--- config.mk ---
export PLATFORM = sky130hd
export DESIGN_NAME = pipeline_sequencer
export DESIGN_NICKNAME = d
export VERILOG_FILES = /design/src/rtl/pipeline_pkg.sv /design/src/rtl/seq_perf_counters.sv /design/src/rtl/pipeline_sequencer.sv
export SDC_FILE = /design/constraint.sdc
export NUM_CORES = 1
export LEC_CHECK = 0
export ABC_AREA = 1
export BUFFER_PORTS_ARGS = -buffer_cell sky130_fd_sc_hd__buf_2
export CAP_MARGIN = 40
export CORE_UTILIZATION = 35
export CTS_BUF_LIST = sky130_fd_sc_hd__clkbuf_8
export DETAILED_ROUTE_END_ITERATION = 8
export PLACE_DENSITY = 0.55
export SYNTH_ARGS = -nofsm -noshare
export SYNTH_HDL_FRONTEND = slang
export SYNTH_SLANG_ARGS = --single-unit
--- constraint.sdc ---
create_clock -name clock -period 2.2 [get_ports clock]
set_input_delay 0.66 -clock clock [delete_from_list [all_inputs] [get_ports clock]]
set_output_delay 0.66 -clock clock [all_outputs]
set_load 0.005 [all_outputs]
--- src/rtl/pipeline_pkg.sv ---
// Shared pipeline types: sequencer FSM encoding, per-stage control bundle and opcodes used by the hazard unit.
package pipeline_pkg;

  typedef enum logic [1:0] {
    HOLD     = 2'd0,
    RUN      = 2'd1,
    MEM_WAIT = 2'd2,
    HALT     = 2'd3
  } seq_state_t;

  localparam logic [6:0] OPC_LOAD  = 7'b0000011;
  localparam logic [6:0] OPC_STORE = 7'b0100011;

  typedef struct packed {
    logic f_en;
    logic d_en;
    logic x_en;
    logic m_en;
    logic w_en;
    logic d_flush;
    logic x_flush;
    logic w_flush;
    logic pc_redirect;
  } seq_ctl_t;

  // Freeze F..M and drain a bubble into W while the data memory is busy.
  localparam seq_ctl_t CTL_MEM_BUBBLE = '{
    f_en: 1'b0, d_en: 1'b0, x_en: 1'b0, m_en: 1'b0, w_en: 1'b1,
    d_flush: 1'b0, x_flush: 1'b0, w_flush: 1'b1, pc_redirect: 1'b0
  };

  // Free-running decode once memory is satisfied; a taken branch beats a
  // stall because the stalled instruction is on the wrong path.
  function automatic seq_ctl_t run_ctl(input logic hz, input logic br);
    seq_ctl_t c;
    c = '0;
    if (br) begin
      c.f_en = 1'b1; c.d_en = 1'b1; c.x_en = 1'b1; c.m_en = 1'b1; c.w_en = 1'b1;
      c.d_flush = 1'b1; c.x_flush = 1'b1; c.pc_redirect = 1'b1;
    end else if (hz) begin
      c.x_en = 1'b1; c.m_en = 1'b1; c.w_en = 1'b1;
      c.x_flush = 1'b1;
    end else begin
      c.f_en = 1'b1; c.d_en = 1'b1; c.x_en = 1'b1; c.m_en = 1'b1; c.w_en = 1'b1;
    end
    return c;
  endfunction

endpackage

--- src/rtl/seq_perf_counters.sv ---
// Wrapping 32-bit event counters for the sequencer: one increment per flagged cycle,
// visible the cycle after the event; never stalls anything.
module seq_perf_counters (
  input  logic        clock,
  input  logic        reset_n,
  input  logic        stall_inc,
  input  logic        flush_inc,
  input  logic        wait_inc,
  output logic [31:0] perf_stall_cycles,
  output logic [31:0] perf_flush_count,
  output logic [31:0] perf_mem_wait_cycles
);

  logic [31:0] stall_q, stall_d;
  logic [31:0] flush_q, flush_d;
  logic [31:0] wait_q, wait_d;

  always_comb begin
    stall_d = stall_q + {31'd0, stall_inc};
    flush_d = flush_q + {31'd0, flush_inc};
    wait_d  = wait_q + {31'd0, wait_inc};
  end

  always_ff @(posedge clock or negedge reset_n) begin
    if (!reset_n) begin
      stall_q <= '0;
      flush_q <= '0;
      wait_q  <= '0;
    end else begin
      stall_q <= stall_d;
      flush_q <= flush_d;
      wait_q  <= wait_d;
    end
  end

  assign perf_stall_cycles    = stall_q;
  assign perf_flush_count     = flush_q;
  assign perf_mem_wait_cycles = wait_q;

endmodule

--- src/rtl/pipeline_sequencer.sv ---
// Stall/flush sequencer for the 5-stage pipeline; enables/flushes are combinational from state+inputs.
// Memory wait freezes F..M until ack; PIPELINE_SEQ_PERF_EN adds perf counter ports.
module pipeline_sequencer
  import pipeline_pkg::*;
#(
  parameter int RESET_HOLD_CYCLES = 4,
  parameter int MEM_TIMEOUT       = 255,
  parameter int CNT_W             = 8
) (
  input  logic        clock,
  input  logic        reset_n,
  input  logic        hz_stall,
  input  logic        x_branch_taken,
  input  logic        m_mem_req,
  input  logic        m_mem_ack,
  output logic        f_en,
  output logic        d_en,
  output logic        x_en,
  output logic        m_en,
  output logic        w_en,
  output logic        d_flush,
  output logic        x_flush,
  output logic        w_flush,
  output logic        pc_redirect,
  output logic        mem_error,
  output logic [1:0]  state
`ifdef PIPELINE_SEQ_PERF_EN
  ,
  output logic [31:0] perf_stall_cycles,
  output logic [31:0] perf_flush_count,
  output logic [31:0] perf_mem_wait_cycles
`endif
);

  localparam logic [CNT_W-1:0] HOLD_LAST = CNT_W'(RESET_HOLD_CYCLES - 1);
  localparam logic [CNT_W-1:0] TO_LAST   = CNT_W'(MEM_TIMEOUT - 1);

  seq_state_t       state_q, state_d;
  logic [CNT_W-1:0] cnt_q, cnt_d, cnt_inc;
  seq_ctl_t         ctl;

  assign cnt_inc = (cnt_q == '1) ? cnt_q : cnt_q + 1'b1;

  always_comb begin
    state_d = state_q;
    cnt_d   = cnt_q;
    ctl     = '0;
    case (state_q)
      HOLD: begin
        cnt_d = cnt_inc;
        if (cnt_q == HOLD_LAST) begin
          state_d = RUN;
          cnt_d   = '0;
        end
      end
      RUN: begin
        cnt_d = '0;
        if (m_mem_req && !m_mem_ack) begin
          state_d = MEM_WAIT;
          ctl     = CTL_MEM_BUBBLE;
        end else begin
          ctl = run_ctl(hz_stall, x_branch_taken);
        end
      end
      MEM_WAIT: begin
        if (m_mem_ack) begin
          state_d = RUN;
          cnt_d   = '0;
          ctl     = run_ctl(hz_stall, x_branch_taken);
        end else begin
          ctl   = CTL_MEM_BUBBLE;
          cnt_d = cnt_inc;
          if (cnt_q == TO_LAST) state_d = HALT;
        end
      end
      default: begin
        // HALT: frozen until reset; counter holds its value.
        state_d = HALT;
      end
    endcase
  end

  always_ff @(posedge clock or negedge reset_n) begin
    if (!reset_n) begin
      state_q <= HOLD;
      cnt_q   <= '0;
    end else begin
      state_q <= state_d;
      cnt_q   <= cnt_d;
    end
  end

  assign f_en        = ctl.f_en;
  assign d_en        = ctl.d_en;
  assign x_en        = ctl.x_en;
  assign m_en        = ctl.m_en;
  assign w_en        = ctl.w_en;
  assign d_flush     = ctl.d_flush;
  assign x_flush     = ctl.x_flush;
  assign w_flush     = ctl.w_flush;
  assign pc_redirect = ctl.pc_redirect;
  // HALT is only reachable through a timeout, so the sticky flag is the state itself.
  assign mem_error   = (state_q == HALT);
  assign state       = state_q;

`ifdef PIPELINE_SEQ_PERF_EN
  seq_perf_counters u_perf (
    .clock                (clock),
    .reset_n              (reset_n),
    .stall_inc            ((state_q == RUN) && hz_stall && !ctl.f_en),
    .flush_inc            (ctl.pc_redirect),
    .wait_inc             (state_q == MEM_WAIT),
    .perf_stall_cycles    (perf_stall_cycles),
    .perf_flush_count     (perf_flush_count),
    .perf_mem_wait_cycles (perf_mem_wait_cycles)
  );
`endif

endmodule

==> metrics.md, run 1 <==
| Metric | Value |
|---|---|
| WL per Instance | 10.0 um |
| Pre-CTS setup slack | 0.119 ns |
| VDD IR-drop max | 0.358 mV |
| Most common flop cell mapped by yosys | dfrtp_1 |
| Setup Skew | 0.00124 ns |
| Static Leak | 0.000637 uW |
| Clock net sink count | 10 |
| H-tree depth | 1 |
| Seq. cell area | 250 sq um |
| Final min period | 2.10 ns |
| Initial DRC Count | 16 |
| Worst setup margin | 0.0973 ns |
| R2r startpoint | state[0] |
| Fill count | 231 |
| DR vias/cell | 4.66 |
| Largest cells by area after synthesis | dfrtp_1 28%, nand2_1 18%, ha_1 11% |
| Status | completed |
| CP Launch Type | flip-flop |
| DRC Markers | 0 |
| Hold buffers post-CTS | 0 |
| Synth-to-layout area growth | 22.4% |
| CP Max Fanout | 5 |
| Synth Area per Inst | 6.63 sq um |
| Peak Freq | 476 MHz |
| Register area share after synthesis | 28.0% |
| Max Transition Viols Final | 0 |
| Power Density | 335 nW/um^2 |
| Period utilization | 95.6% |
| Final wirelength | 1860 um |
| Synth Register Bits | 10 |
| Multi-input gate area | 552 sq um |
| Initial antenna violation count | 0 |
| NumNets Final | 173 |
| Worst-path cell chain | inv_2 -> ha_2 -> nand2_1 -> o21ai_0 -> buf_2 |
| # setup viols final | 0 |
| Total chip power | 366 uW |
| Synthesized cell area | 895 sq um |
| Placer Congestion | 0.855 |
| Initial Util | 38.6% |
| Most frequent cell after synthesis | nand2_1 |
| Synth Instances | 135 |
| Normalized max-slew margin | 79.2% |
| Vias | 863 |
| Final std cell area, no fill | 1090 sq um |
| Number of flops mapped to enable cells by yosys | 0 |
| Yosys Warn Count | 0 |
| Ys async rst share | 100% |
| Proportion of layout cells with a drive suffix above 1 | 30.6% |
| First-pass GRT wire length | 3050 um |
| Clock slew at reported path FFs | 0.04 ns |
| Worst slew pin tran | 0.312 ns |
| Crit-path max cell delay | 0.40 ns |
| Final core occ | 47.2% |
| Crit-path leading delay family | flip-flops |
| Antenna diode count | 0 |
| Grt total ovfl | 0 |
| # port buffers | 17 |
| Pin count of the biggest net entering global routing | 11 |
| Die area | 2760 sq um |
| CP Data Required Time | 1.54 ns |
| CTS Root Cell | clkbuf_8 |
| Final Hold Viols | 0 |
| Die Y | 52.6 um |
| CP Data Arrival Time | 1.44 ns |
| Synth cell types | 20 |
| Rows | 17 |
| CTS Buffer Depth | 2 |
| Number of global-route vias before repair | 719 |
| CTS tree | built |
| Total CTS buffers | 3 |
| Drt pass-1 iters | 4 |
| Worst path bufs/invs | 2 |
| Total track usage | 14.6% |
| Die width | 52.6 um |
| I/O pins | 18 |
| Cell Area, Placed | 995 sq um |
| Clk_lat worst skew | 0.22 ns |
| # Max-Cap Violations | 0 |
| Core Region | 2320 sq um |
| Most frequent cells after synthesis | 43 x nand2_1, 18 x inv_1, 16 x nand3_1 |
| Worst path slowest cell | dfrtp_1 |
| Crit path kind | flip-flop to output pin |
| Top cell type by total area after synthesis | dfrtp_1 |
| CP Capture Type | output pin |
| CP startpoint | state[1] |
| RSZ-0062 raised after global routing | yes |
| Worst Hold Slack | 0.285 ns |
| Dpl hpwl | 1530 um |
| Mapped Nets | 149 |
| Yosys top cell area share | 28.0% |
| Hold WC Path Type | input pin to async pin |
| Antenna Violating Nets Remaining | 0 |
[stage by stage]
stage          TNS, ns  instances
3_3_place_gp         0        177
5_1_grt        -0.0214        185
4_1_cts              0        182
6_report             0        185
2_1_floorplan        0        135
3_5_place_dp         0        177
[path summary, 6_finish.rpt]
path | endpoint | slack (ns) | depth (start not counted)
setup reg to reg | cnt_q[0] | 0.46 | 10
hold / removal | state[0] | 0.28 | 1
hold reg to reg | cnt_q[7] | 0.55 | 2
setup / recovery | w_flush | 0.1 | 5
min in group clock | cnt_q[7] | 0.55 | 2
max in group asynchronous | cnt_q[1] | 1.73 | 1
[state kept, by name, indices dropped and copies added (netlist names)]
| name | flops |
|---|---|
| cnt_q | 8 |
| state | 2 |
[cell families after synthesis]
family,after synthesis,share of synthesized area (%)
DFF,10,28.0
AOI/OAI and AO/OA,8,4.76
and+or+nand+nor,82,42.4
buffers and inverters,26,12.7
adders and majority gates,8,11.2
xor gates and xnor gates,1,0.979
[layout by cell type, fill, tap and decap left out]
cell type  synthesis  final
a21oi_2            0      1
nor2_4             1      1
nand3_1           16     16
inv_1             18     15
buf_2              1     17
o21a_1             1      1
dfrtp_1           10     10
ha_4               0      1
ha_1               8      6
nand2_2            5      6
xor2_1             1      1
clkbuf_8           0      3
o21ai_0            4      4
a21oi_1            2      1
buf_4              4      7
nand2_1           43     42
nand4_1            2      2
o21ai_1            1      1
ha_2               0      1
nand3_2            1      1
inv_2              3      6
nand2_4            2      2
nor2_2             2      2
nor2_1            10     10
[layer usage]
layer / vias to the layer above / wire [um] / global-route usage, %
met3: 2 / 95 / 0
met4: 0 / 2 / 3.95
met1: 381 / 904 / 22.5
met2: 21 / 854 / 22.4
li1: 459 / - / -
met5: - / 0 / 0
[where the power goes]
group          switching [uW]  leakage [uW]  total [uW]  internal [uW]
Clock                    53.2     0.0000216         171            118
Sequential                  0     0.0000979         185            185
Combinational            6.67      0.000518        10.4           3.69
[timing repair]
action / CTS / global route
setup endpoints to repair: 1 / 8
setup buffers: 2 / 3
resized for setup: 0 / 8
pin swaps: 0 / 1
[area by class of cell]
type	instances	area share [%]
Multi-Input combinational cell	99	50.4
Tap cell	28	3.20
Clock buffer	3	3.77
Sequential cell	10	22.9
Inverter	21	7.20
Timing Repair Buffer	24	12.6
[worst reg2reg max path: stages, from the launching register on]
cell	delay, ns
dfrtp_1	0.38
buf_4	0.15
buf_4	0.13
buf_4	0.14
ha_1	0.31
inv_1	0.23
nand2_2	0.09
inv_2	0.06
nand2_2	0.04
nand2_2	0.06
nor2_2	0.04
Note: power is estimated with default switching activity, not from simulation.
==> run 2: changes to the inputs <==
--- a/config.mk
+++ b/config.mk
@@ -5,13 +5,11 @@
 export SDC_FILE = /design/constraint.sdc
 export NUM_CORES = 1
 export LEC_CHECK = 0
-export ABC_AREA = 1
 export BUFFER_PORTS_ARGS = -buffer_cell sky130_fd_sc_hd__buf_2
 export CAP_MARGIN = 40
 export CORE_UTILIZATION = 35
 export CTS_BUF_LIST = sky130_fd_sc_hd__clkbuf_8
 export DETAILED_ROUTE_END_ITERATION = 8
-export PLACE_DENSITY = 0.55
 export SYNTH_ARGS = -nofsm -noshare
 export SYNTH_HDL_FRONTEND = slang
 export SYNTH_SLANG_ARGS = --single-unit
==> run 2 against run 1 <==
Net effect: non-clock buffer count down 4; register-to-register slack lost 0.31 ns; synthesized cell count shrank 36%; critical path depth is 2 higher; clock skew increased by 0.0013 ns; final area fell by 13%; highest routed layer unchanged; largest power group is now the clock network.
==> metrics.md, run 2 <==
| Metric | Value |
|---|---|
| Status | completed |
| Crit path to | d_flush |
| Total track usage | 14.7% (+0.067 points) |
| CTS Buffer Depth | 2 (unchanged) |
| Clock net sink count | 10 (unchanged) |
| # setup viols final | 0 (unchanged) |
| Most frequent cells in the layout | 17 x buf_2, 9 x inv_1, 9 x dfrtp_1 |
| Initial DRC Count | 9 (-7) |
| Grt total ovfl | 0 (unchanged) |
| Worst path slowest cell | dfrtp_2 |
| CP startpoint | state[1] |
| Largest cells by area after synthesis | dfrtp_1 32%, ha_1 13%, o22a_1 6.7% |
| Normalized max-slew margin | 68.3% (-11 points) |
| Clk_lat worst skew | 0.23 ns (about the same) |
| Worst r2r path cells | 6 (-4) |
| Initial Util | 38.6% (about the same) |
| WL per Instance | 12.4 um (+23%) |
| CTS Root Cell | clkbuf_8 |
| Most common flop cell mapped by yosys | dfrtp_1 |
| CP Capture Type | output pin |
| Cell Area, Placed | 871 sq um (-12%) |
| Die area | 2420 sq um (-12%) |
| Worst slew pin tran | 0.476 ns (+0.163 ns) |
| Final std cell area, no fill | 947 sq um (-13%) |
| Synth Instances | 87 (-36%) |
| Initial antenna violation count | 0 (unchanged) |
| Ys async rst share | 100% (unchanged) |
| Rows | 16 (-1) |
| DRC Markers | 0 (unchanged) |
| Commonest non-fill, non-tap cell in the layout | buf_2 |
| Synth Register Bits | 10 (unchanged) |
| Clock share of power | 48.6% (+1.9 points) |
| H-tree depth | 1 (unchanged) |
| I/O pins | 18 (unchanged) |
| Synth-to-layout area growth | 21.5% |
| Synth Area per Inst | 8.96 sq um (+35%) |
| Fill count | 206 (-11%) |
| Pin count of the biggest net entering global routing | 15 (+4) |
| Placer Congestion | 0.773 (-9.6%) |
| CP Data Required Time | 1.54 ns (about the same) |
| Period utilization | 96.5% (+0.97 points) |
| Comb pwr share | 3.1% (+0.3 points) |
| Final wirelength | 1620 um (-13%) |
| Synth cell types | 30 (+50%) |
| Total chip power | 382 uW (+4.3%) |
| Crit-path max cell delay | 0.43 ns (+0.03 ns) |
| Worst-path cell chain | inv_2 -> ha_2 -> inv_1 -> o21ai_2 -> nand2_2 -> nor2_2 -> buf_2 |
| RSZ-0062 raised after global routing | yes |
| Hold WC Path Type | input pin to async pin |
| Top reg by flops | cnt_q |
| Antenna Violating Nets Remaining | 0 (unchanged) |
| Pre-CTS setup slack | 0.0703 ns (-0.0484 ns) |
| Proportion of layout cells with a drive suffix above 1 | 34.6% (+4.0 points) |
| Peak Freq | 471 MHz (-1.0%) |
| Final min period | 2.12 ns (+0.0213 ns) |
| NumNets Final | 120 (-31%) |
| Final core occ | 46.8% (-0.38 points) |
| Synthesized cell area | 779 sq um (-13%) |
| Total CTS buffers | 3 (unchanged) |
| FF-to-FF End | cnt_q[1] |
| # port buffers | 17 (unchanged) |
| Core Region | 2020 sq um (-13%) |
| DR vias/cell | 5.37 (+15%) |
| Clock slew at reported path FFs | 0.05 ns (about the same) |
| Antenna diode count | 0 (unchanged) |
| CP Max Fanout | 5 (unchanged) |
| Yosys top cell area share | 32.1% (+4.1 points) |
| VDD IR-drop max | 0.265 mV (-26%) |
| Worst setup margin | 0.0760 ns (-0.0213 ns) |
| CP Data Arrival Time | 1.46 ns (+0.02 ns) |
| Die Y | 49.2 um (-6.4%) |
| Mapped Nets | 101 (-32%) |
| Die width | 49.2 um (-6.4%) |
| CP Launch Type | flip-flop |
| Crit path kind | flip-flop to output pin |
| Hold buffers post-CTS | 0 (unchanged) |
| Final Hold Viols | 0 (unchanged) |
| Max Transition Viols Final | 0 (unchanged) |
| Yosys Warn Count | 0 (unchanged) |
| Vias | 704 (-18%) |
| Number of flops mapped to enable cells by yosys | 0 (unchanged) |
| Reg2reg setup slack | 0.15 ns (-0.31 ns) |
| # Max-Cap Violations | 0 (unchanged) |
| Static Leak | 0.000440 uW (-31%) |
| Switch share | 19.5% (+3.2 points) |
| Number of global-route vias before repair | 660 (-8.2%) |
| Pint | 308 uW (+0.37%) |
| Max reg flops | 8 (unchanged) |
| First-pass GRT wire length | 2710 um (-11%) |
| Flop pwr share | 48.3% (-2.1 points) |
| Worst Hold Slack | 0.286 ns (+0.000996 ns) |
| Register area share after synthesis | 32.1% (+4.1 points) |
| R2r startpoint | state[0] |
| CTS tree | built |
| Psw | 74.5 uW (+25%) |
| Dpl hpwl | 1200 um (-21%) |
| Most frequent cells after synthesis | 10 x dfrtp_1, 10 x inv_1, 8 x ha_1 |
| Drt pass-1 iters | 3 (-1) |
| Power Density | 404 nW/um^2 (+21%) |
| Top cell type by total area after synthesis | dfrtp_1 |
| Setup Skew | 0.00257 ns (+0.00133 ns) |
-- run 2: cell count changes in the layout (fill, tap and decap cells not counted), sizes merged, moves of 4 or more --
cell and change:
o22a +6, buf -4, nand3 -13, nand2 -48, inv -11, nor2 -6
-- run 2: kinds of logic (layout without fill, tap and decap cells) --
| logic type | Yosys count | in the layout | share of synthesized area [%] |
|---|---|---|---|
| buffers and inverters | 16 | 33 | 9.31 |
| DFF | 10 | 10 | 32.1 |
| and+or+nand+nor | 27 | 27 | 19.7 |
| adders and majority gates | 8 | 8 | 12.8 |
| AOI/OAI and AO/OA | 23 | 23 | 22.2 |
| muxes | 3 | 3 | 3.85 |
-- run 2: how the worst min path moves through the flow --
stage	from	to	slack (ns)	cells after the start
6_report	reset_n	cnt_q[7]	0.29	1
5_1_grt	reset_n	cnt_q[6]	0.30	1
4_1_cts	reset_n	cnt_q[6]	0.30	1
3_5_place_dp	reset_n	cnt_q[6]	0.54	1
3_3_place_gp	cnt_q[0]	cnt_q[0]	0.53	1
2_1_floorplan	reset_n	cnt_q[0]	0.36	0
-- run 2: critical path, delay by kind of cell (launching register included) --
kind                     cells  cell delay, ns
flip-flops                   1            0.43
buffers and inverters        3            0.26
AND/OR/NAND/NOR              2            0.22
adder cells (fa/ha/maj)      1            0.21
AO/OA/AOI/OAI                1            0.11
-- run 2: timing repair --
action	CTS	global route
endpoints found under the setup margin	7	8
gates resized for setup	5	5
setup buffers	2	0
pin swaps	2	2
-- run 2: area by class of cell --
type / count / area (sq um) / area share (%)
multi-input combinational: 61 / 475 / 50.2
sequential: 10 / 251 / 26.6
timing repair buffer: 20 / 108 / 11.4
clock buffer: 3 / 41.3 / 4.36
inverter: 10 / 37.5 / 3.96
tap: 27 / 33.8 / 3.57
-- run 2: through the flow --
step                cells  setup TNS, ns
floorplan              87              0
global placement      126              0
detailed placement    126              0
CTS                   131              0
global route          131         -0.122
finish                131              0
-- run 2: power by group through the flow --
stage	combinational [uW]	sequential [uW]	clock (uW)
2_1_floorplan	1.33	187	0
3_3_place_gp	10.7	187	0
3_5_place_dp	11.3	187	0
4_1_cts	11.8	184	192
5_1_grt	13.8	184	200
6_report	12.0	184	186
-- run 2: layer usage --
layer  up-vias  global-route usage, %  part of all wire [%]
li1        347                      -                     -
met1       334                   17.7                    50
met2        19                   24.0                    44
met3         4                   1.87                   3.7
met4         0                   10.3                   2.2
met5         -                      0                     0
